## src/rtl/multi_sec_timer_pkg.sv

```systemverilog
// Shared types and clock constants for the multi-channel seconds timer.
package multi_sec_timer_pkg;

   typedef enum logic {IDLE, RUN} ch_state_t;

   localparam int DE10_CLK_HZ = 50_000_000;
   localparam int SIM_CLK_HZ  = 20;

endpackage

```

## src/rtl/sec_prescaler.sv

```systemverilog
// Free-running prescaler producing a registered one-cycle tick per (turbo) second.
module sec_prescaler #(
   parameter int CLK_HZ    = 50_000_000,
   parameter int TURBO_DIV = 10
) (
   input  logic clk,
   input  logic resetN,
   input  logic turbo,
   output logic sec_tick
);

   localparam int CW = $clog2(CLK_HZ);
   localparam logic [CW-1:0] TOP_NORM_M1  = CW'(CLK_HZ - 1);
   localparam logic [CW-1:0] TOP_TURBO_M1 = CW'(CLK_HZ / TURBO_DIV - 1);

   logic [CW-1:0] cnt_q, cnt_d;
   logic          tick_q, tick_d;
   logic [CW-1:0] top_m1;

   assign top_m1 = turbo ? TOP_TURBO_M1 : TOP_NORM_M1;

   // >= rather than == so a turbo switch with the count already past the new
   // top fires immediately instead of waiting for the counter to wrap.
   always_comb begin
      cnt_d  = cnt_q + CW'(1);
      tick_d = 1'b0;
      if (cnt_q >= top_m1) begin
         cnt_d  = '0;
         tick_d = 1'b1;
      end
   end

   always_ff @(posedge clk or negedge resetN) begin
      if (!resetN) begin
         cnt_q  <= '0;
         tick_q <= 1'b0;
      end else begin
         cnt_q  <= cnt_d;
         tick_q <= tick_d;
      end
   end

   assign sec_tick = tick_q;

endmodule

```

## src/rtl/multi_sec_timer.sv

```systemverilog
// NUM_CH independent one-shot/periodic seconds countdowns sharing one prescaler.
module multi_sec_timer
   import multi_sec_timer_pkg::*;
#(
   parameter int CLK_HZ    = DE10_CLK_HZ,
   parameter int TURBO_DIV = 10,
   parameter int NUM_CH    = 4,
   parameter int SEC_W     = 8
) (
   input  logic                    clk,
   input  logic                    resetN,
   input  logic                    turbo,
   input  logic [NUM_CH-1:0]       start,
   input  logic [NUM_CH-1:0]       stop,
   input  logic [NUM_CH-1:0]       periodic,
   input  logic [NUM_CH*SEC_W-1:0] period_sec,
   output logic                    sec_tick,
   output logic [NUM_CH-1:0]       running,
   output logic [NUM_CH-1:0]       expired,
   output logic [NUM_CH*SEC_W-1:0] remaining
);

   sec_prescaler #(
      .CLK_HZ    (CLK_HZ),
      .TURBO_DIV (TURBO_DIV)
   ) u_presc (
      .clk      (clk),
      .resetN   (resetN),
      .turbo    (turbo),
      .sec_tick (sec_tick)
   );

   for (genvar g = 0; g < NUM_CH; g++) begin : g_ch
      ch_state_t        st_q, st_d;
      logic [SEC_W-1:0] rem_q, rem_d;
      logic             exp_q, exp_d;
      logic [SEC_W-1:0] per;

      assign per = period_sec[g*SEC_W +: SEC_W];

      // Priority: stop, then start (restart allowed), then the second tick.
      always_comb begin
         st_d  = st_q;
         rem_d = rem_q;
         exp_d = 1'b0;
         if (stop[g]) begin
            st_d  = IDLE;
            rem_d = '0;
         end else if (start[g]) begin
            if (per != '0) begin
               st_d  = RUN;
               rem_d = per;
            end else begin
               st_d  = IDLE;
               rem_d = '0;
               exp_d = 1'b1;
            end
         end else if (st_q == RUN && sec_tick) begin
            if (rem_q > SEC_W'(1)) begin
               rem_d = rem_q - SEC_W'(1);
            end else begin
               exp_d = 1'b1;
               if (periodic[g] && per != '0) begin
                  rem_d = per;
               end else begin
                  st_d  = IDLE;
                  rem_d = '0;
               end
            end
         end
      end

      always_ff @(posedge clk or negedge resetN) begin
         if (!resetN) begin
            st_q  <= IDLE;
            rem_q <= '0;
            exp_q <= 1'b0;
         end else begin
            st_q  <= st_d;
            rem_q <= rem_d;
            exp_q <= exp_d;
         end
      end

      assign running[g]                  = (st_q == RUN);
      assign expired[g]                  = exp_q;
      assign remaining[g*SEC_W +: SEC_W] = rem_q;
   end

endmodule

```

## config.mk

```make
export PLATFORM = sky130hd
export DESIGN_NAME = multi_sec_timer
export DESIGN_NICKNAME = d
export VERILOG_FILES = /design/src/rtl/multi_sec_timer_pkg.sv /design/src/rtl/sec_prescaler.sv /design/src/rtl/multi_sec_timer.sv
export SDC_FILE = /design/constraint.sdc
export NUM_CORES = 1
export LEC_CHECK = 0
export CORE_MARGIN = 4
export CORE_UTILIZATION = 55
export CTS_CLUSTER_SIZE = 8
export DETAILED_ROUTE_END_ITERATION = 6
export PLACE_DENSITY = 0.84
export SYNTH_ARGS = -nofsm -noshare
export SYNTH_HDL_FRONTEND = slang
export SYNTH_HIERARCHICAL = 1
export SYNTH_SLANG_ARGS = --single-unit
```

## constraint.sdc

```tcl
create_clock -name clk -period 2.8 [get_ports clk]
set_input_delay 0.56 -clock clk [delete_from_list [all_inputs] [get_ports clk]]
set_output_delay 0.56 -clock clk [all_outputs]
set_load 0.005 [all_outputs]
```

==> results.json, run 1 <==
{
  "synthToLayoutAreaGrowth_pct": 25.4,
  "rsz0062_at_grt": "false",
  "synth_cell_types": 64,
  "port_buffers": 87,
  "final_area_um2": 5880,
  "cts_tree": "done",
  "postCtsHoldBufs": 0,
  "firstDrtPassIters": 5,
  "n_antenna_cell": 0,
  "slew_headroom_pct": 45.7,
  "pwr-share-clk_pct": 33.3,
  "seqPwrFrac_pct": 41.1,
  "place_area_um2": 5640,
  "cts_resized": 0,
  "routabilityCongestion": 0.942,
  "cts.htree.levels": 3,
  "routedWlPerCell_um": 17.4,
  "yosysTopAreaCell": "dfrtp_1",
  "syn_avg_cell_area_um2": 8.56,
  "drive_gt1_share_pct": 6.50,
  "slew_viol_final": 0,
  "setup_ws_ns": 0.530,
  "synth_nets": 617,
  "numCtsBuffers": 9,
  "ys_async_sr_fraction_pct": 100,
  "gr-total-overflow": 0,
  "cp-start-kind": "register",
  "cp.arrival_ns": 2.49,
  "ios": 88,
  "max_freq_mhz": 441,
  "cp_max_fo": 7,
  "p_int_uw": 2060,
  "netSwitchingFraction_pct": 31.6,
  "worstSetupPathType": "reg -> reg",
  "syn_area_um2": 4690,
  "period_needed_ns": 2.27,
  "clock-sinks": 67,
  "grt_pass1_wl_mm": 21.8,
  "endpoint": "g_ch[3].rem_q[1]",
  "clkLatencyLatePin_ns": 0.36,
  "design.core.area_um2": 8260,
  "ctsLongestPathBuffers": 2,
  "viasPerCell": 6.35,
  "ys_ff_latch": 67,
  "crit_required_ns": 3.02,
  "initial_core_util_pct": 56.8,
  "worstRegToRegCells": 4,
  "min_period_over_period_pct": 81.1,
  "grt_max_degree": 68,
  "peakVddDrop_mv": 0.440,
  "hp-class": "in -> async",
  "via_count": 4675,
  "drtAntennaViolNets": 0,
  "p_leak_uw": 0.00239,
  "fin_skew_ns": 0.0108,
  "cp-end-kind": "register",
  "drt-total-wl_mm": 12.8,
  "power_density_nw_per_um2": 511,
  "cts.reportedPaths.clkPinSlew_ns": 0.08,
  "combPwrFrac_pct": 25.7,
  "regToRegStartpoint": "g_ch[3].rem_q[5]",
  "root_buffer": "clkbuf_8",
  "yosysWarnings": 6,
  "tightest_slew_ns": 0.807,
  "die_y_um": 100,
  "crit_path_start": "g_ch[3].rem_q[5]",
  "hpwl_mm": 9.17,
  "post-cts-setup-buffers": 0,
  "synth_edf_count": 0,
  "place_ws_ns": 0.240,
  "synthTopCellsByArea": "dfrtp_1, ha_1, nor2_1, nand3_1, a21oi_1",
  "netlist.area_leader.share_pct": 35.7,
  "drtIter0Drc": 334,
  "rows": 33,
  "hold_violations": 0,
  "grt_pass1_vias": 4472,
  "report.final.setup_viol": 0,
  "r2r-end": "g_ch[3].rem_q[1]",
  "ys_seq_area_share_pct": 35.7,
  "dominantRegCellSynth": "dfrtp_1",
  "die_w_um": 100,
  "antenna_found_initial": 0,
  "nFillCells": 635,
  "remaining_drc_errors": 0,
  "grt_usage_pct": 26.5,
  "r2r_slack_ns": 0.53,
  "p_sw_uw": 950,
  "max-cap-violations": 0,
  "syn_inst": 548,
  "outcome": "complete, no violations",
  "nNetsFinal": 695,
  "dieArea_um2": 10100,
  "finalSetupTns_ns": 0
}
## area by class of cell
| type | count | area, um2 | share of cell area [%] |
|---|---|---|---|
| Timing Repair Buffer | 96 | 958 | 16.3 |
| Clock inverter | 5 | 100 | 1.70 |
| Sequential cell | 67 | 1680 | 28.5 |
| Tap cell | 105 | 131 | 2.23 |
| Clock buffer | 11 | 141 | 2.40 |
| Multi-Input combinational cell | 428 | 2780 | 47.3 |
| Inverter | 24 | 90.1 | 1.53 |
## worst max-delay path, stage by stage (launching register included)
cell and delay (ns):
dfrtp_1 0.45, or4_4 0.61, nor4_4 0.48, a221oi_1 0.19, o32ai_1 0.41
## sequential cells by signal (all words and copies together) (netlist names)
name	flops
g_ch.st_q	4
g_ch.rem_q	32
u_presc/cnt_q	26
u_presc/sec_tick	1
g_ch.exp_q	4
## cell usage after synthesis, drive strengths merged (5+ instances only)
| cell | number |
|---|---|
| a31oi | 17 |
| nor4 | 23 |
| a221oi | 5 |
| dfrtp | 67 |
| xnor2 | 8 |
| or2 | 8 |
| buf | 11 |
| nand2b | 12 |
| nand3 | 30 |
| or4 | 6 |
| o32ai | 10 |
| inv | 23 |
| nand2 | 35 |
| a211oi | 5 |
| a311oi | 5 |
| mux2i | 7 |
| nand4 | 19 |
| xor2 | 15 |
| and2 | 8 |
| clkbuf | 18 |
| ha | 22 |
| a21oi | 29 |
| nor3 | 16 |
| nor2b | 6 |
| nor2 | 63 |
| o21ai | 17 |
| a41oi | 6 |
## cells in the final DEF (no fill, tap or decap), types with 4 or more instances in the layout
cell,n
clkbuf_8,10
dfrtp_1,67
or3_1,4
a311oi_1,5
nand4_1,17
xnor2_1,8
o21a_1,4
o32ai_1,10
o21ai_0,15
nand2_1,35
a21oi_1,29
buf_4,7
nand2b_1,12
or2_2,6
xor2_1,15
o211ai_1,4
inv_1,23
nor4_1,20
nand3_1,30
nor2b_1,6
a31oi_1,17
ha_1,22
nor3b_1,4
clkdlybuf4s50_1,86
nor2_1,63
a41oi_1,6
mux2i_1,7
a211oi_1,5
a221oi_1,5
nor3_1,13
or4_1,4
and2_1,8
## stage by stage
stage               util [%]  power, uW  std cells  hold WS [ns]
floorplan                  -       1660        548         0.264
global placement        68.3       1970        720         0.474
detailed placement      68.3       2000        720         0.485
CTS                     71.2       3000        736         0.227
global route            71.2       3170        736         0.243
finish                  71.2       3010        736         0.196
## how the worst min path moves through the flow
stage / from / slack (ns) / endpoint
floorplan: resetN / 0.26 / g_ch[0].exp_q
CTS: resetN / 0.23 / g_ch[2].rem_q[4]
finish: resetN / 0.20 / g_ch[2].rem_q[2]
detailed placement: u_presc/cnt_q[0] / 0.48 / u_presc/cnt_q[0]
global route: resetN / 0.24 / g_ch[2].rem_q[0]
global placement: u_presc/cnt_q[0] / 0.47 / u_presc/cnt_q[0]
## power groups by stage
stage | Sequential [uW] | Combinational [uW] | Clock [uW]
2_1_floorplan | 1210 | 452 | 0
3_3_place_gp | 1240 | 726 | 0
3_5_place_dp | 1250 | 755 | 0
4_1_cts | 1230 | 767 | 1000
5_1_grt | 1250 | 859 | 1060
6_report | 1230 | 772 | 1000
## metal layers
metal  up-vias  track usage [%]  wire, um
met5         -                0         0
met4         0             8.50       173
met3        16             4.10      1100
met2       264             42.4      6090
met1      2179             36.9      5420
li1       2216                -         -
## cell families after synthesis
| kind of cell | count (synthesis) | synth area share, % |
|---|---|---|
| AO/OA/AOI/OAI | 127 | 18.4 |
| XOR/XNOR | 23 | 4.29 |
| adder cells (fa/ha/maj) | 22 | 5.87 |
| buffers and inverters | 53 | 4.93 |
| flip-flops | 67 | 35.7 |
| multiplexers | 8 | 1.73 |
| AND/OR/NAND/NOR | 248 | 29.0 |
Power figures use the tool's default switching activity.
==> run 2, diff against run 1 <==
--- a/config.mk
+++ b/config.mk
@@ -6,10 +6,10 @@
 export NUM_CORES = 1
 export LEC_CHECK = 0
 export CORE_MARGIN = 4
-export CORE_UTILIZATION = 55
+export CORE_UTILIZATION = 53
 export CTS_CLUSTER_SIZE = 8
 export DETAILED_ROUTE_END_ITERATION = 6
-export PLACE_DENSITY = 0.84
+export PLACE_DENSITY = 0.81
 export SYNTH_ARGS = -nofsm -noshare
 export SYNTH_HDL_FRONTEND = slang
 export SYNTH_HIERARCHICAL = 1
==> constraint.sdc (replaced) <==
create_clock -name clk -period 2.2 [get_ports clk]
set_input_delay 0.44 -clock clk [delete_from_list [all_inputs] [get_ports clk]]
set_output_delay 0.44 -clock clk [all_outputs]
set_load 0.005 [all_outputs]
==> results.json, run 2 (same netlist as run 1, synthesis figures left out) <==
{
  "cp.arrival_ns": 2.35,
  "rows": 34,
  "fin_skew_ns": 0.00720,
  "finalSetupTns_ns": 0,
  "fin_cells": 770,
  "slew_viol_final": 0,
  "synthToLayoutAreaGrowth_pct": 29.8,
  "critPathBufInv": 3,
  "drtAntennaViolNets": 0,
  "grt_pass1_vias": 4703,
  "cp-end-kind": "register",
  "viasPerCell": 6.34,
  "drtIter0Drc": 342,
  "slew_headroom_pct": 56.0,
  "top_regs": "g_ch.rem_q x32, u_presc/cnt_q x26",
  "drt-total-wl_mm": 13.5,
  "layout_commonest_cell": "clkdlybuf4s50_1",
  "grt_usage_pct": 26.6,
  "root_buffer": "clkbuf_8",
  "gr-total-overflow": 0,
  "via_count": 4879,
  "period_needed_ns": 2.08,
  "most-common-layout-cells": "clkdlybuf4s50_1, dfrtp_1, nor2_1",
  "post-route-util_pct": 70.2,
  "cpMostUsedCell": "nor2_1",
  "numCtsBuffers": 9,
  "die_w_um": 102,
  "largest_register_ff_count": 32,
  "ios": 88,
  "max_freq_mhz": 481,
  "remaining_drc_errors": 4,
  "multiInputGateArea_um2": 2790,
  "cpMaxStageDelayCell": "clkdlybuf4s50_1",
  "hold_slack_ns": 0.0831,
  "p_leak_uw": 0.00254,
  "clock-sinks": 67,
  "postCtsHoldBufs": 0,
  "ctsLongestPathBuffers": 2,
  "power_density_nw_per_um2": 616,
  "worstSetupPathType": "in -> reg",
  "max-cap-violations": 0,
  "initial_core_util_pct": 54.1,
  "tightest_slew_ns": 0.654,
  "crit_family": "buffers and inverters",
  "port_buffers": 87,
  "design.core.area_um2": 8680,
  "violations": "DRC",
  "crit_path_max_incr_delay_ns": 0.48,
  "hpwl_mm": 9.66,
  "routabilityCongestion": 0.955,
  "place_area_um2": 5850,
  "cp-start-kind": "input port",
  "firstDrtPassIters": 7,
  "nNetsFinal": 727,
  "cts_tree": "done",
  "outcome": "finished, violations left",
  "crit_chain": "clkdlybuf4s50_1, inv_1, ha_1, o21ai_1, nor2_1, o311ai_0, nand3_1, buf_4, nor2_1",
  "nFillCells": 698,
  "routedWlPerCell_um": 17.5,
  "final_area_um2": 6090,
  "top_register": "g_ch.rem_q",
  "cts.htree.levels": 3,
  "drive_gt1_share_pct": 11.2,
  "grt_pass1_wl_mm": 22.3,
  "antenna_found_initial": 0,
  "cts.reportedPaths.clkPinSlew_ns": 0.08,
  "hp-class": "in -> async",
  "min_period_over_period_pct": 94.6,
  "n_antenna_cell": 0,
  "grt_max_degree": 68,
  "hold_violations": 0,
  "report.final.setup_viol": 0,
  "clkLatencyLatePin_ns": 0.35,
  "seq_area_um2": 1680,
  "peakVddDrop_mv": 0.393,
  "crit_required_ns": 2.47,
  "die_y_um": 102,
  "placed_cells": 752,
  "cp_max_fo": 12,
  "dieArea_um2": 10400
}
-- run 2: cell types whose count changed in the layout (fill, tap and decap cells not counted), sizes merged --
cell	previous run	this run
clkbuf	11	10
clkinvlp	0	1
buf	10	42
bufinv	3	2
-- run 2: worst reg2reg max path, delay by kind of cell (launching register included) --
family / cells / cell delay (ns)
AOI/OAI and AO/OA: 2 / 0.46
and+or+nand+nor: 2 / 1.03
DFF: 1 / 0.45
-- run 2: area by class of cell --
class / instances / area share [%]
inverter: 24 / 1.48
multi-input combinational: 428 / 45.8
sequential: 67 / 27.5
clock buffer: 10 / 2.26
timing repair buffer: 128 / 19.5
tap: 108 / 2.22
clock inverter: 5 / 1.27
-- run 2: what timing repair did --
action,4_1_cts,5_1_grt
gates resized for setup,0,2
setup endpoints to repair,0,22
buffers inserted,0,3
-- run 2: worst paths after layout --
path	from	to	slack (ns)	cells past startpoint
hold reg to reg	u_presc/cnt_q[0]	u_presc/cnt_q[0]	0.49	1
max in group asynchronous	resetN	g_ch[0].exp_q	1.81	2
setup / recovery	turbo	u_presc/cnt_q[5]	0.12	9
setup reg to reg	g_ch[3].rem_q[5]	g_ch[3].rem_q[7]	0.15	4
hold / removal	resetN	g_ch[2].rem_q[5]	0.08	2
min in group clk	u_presc/cnt_q[0]	u_presc/cnt_q[0]	0.49	1
-- run 2: metal layers --
metal	share of wire, %	global-route usage, %
met2	48	41.7
met4	1.7	10.5
met5	0	0
met3	8.3	4.85
met1	42	36.5
-- run 2: power breakdown --
part / total [uW] / internal [uW] / switching [uW]
Clock: 1150 / 659 / 490
Combinational: 1050 / 513 / 539
Sequential: 1550 / 1360 / 187
Total: 3750 / 2540 / 1220
-- run 2: metrics by stage --
stage | setup slack, ns | total power [uW]
2_1_floorplan | 0.303 | 2110
3_3_place_gp | -0.163 | 2560
3_5_place_dp | -0.218 | 2600
4_1_cts | 0.0854 | 3770
5_1_grt | -0.0229 | 3970
6_report | 0.119 | 3750
==> run 3, diff against run 2 <==
--- a/config.mk
+++ b/config.mk
@@ -5,10 +5,12 @@
 export SDC_FILE = /design/constraint.sdc
 export NUM_CORES = 1
 export LEC_CHECK = 0
+export ABC_AREA = 0
 export CORE_MARGIN = 4
 export CORE_UTILIZATION = 53
 export CTS_CLUSTER_SIZE = 8
 export DETAILED_ROUTE_END_ITERATION = 6
+export GPL_ROUTABILITY_DRIVEN = 0
 export PLACE_DENSITY = 0.81
 export SYNTH_ARGS = -nofsm -noshare
 export SYNTH_HDL_FRONTEND = slang
==> results of run 3 <==
Final layout, timing and power as in run 2 (identical DEF).
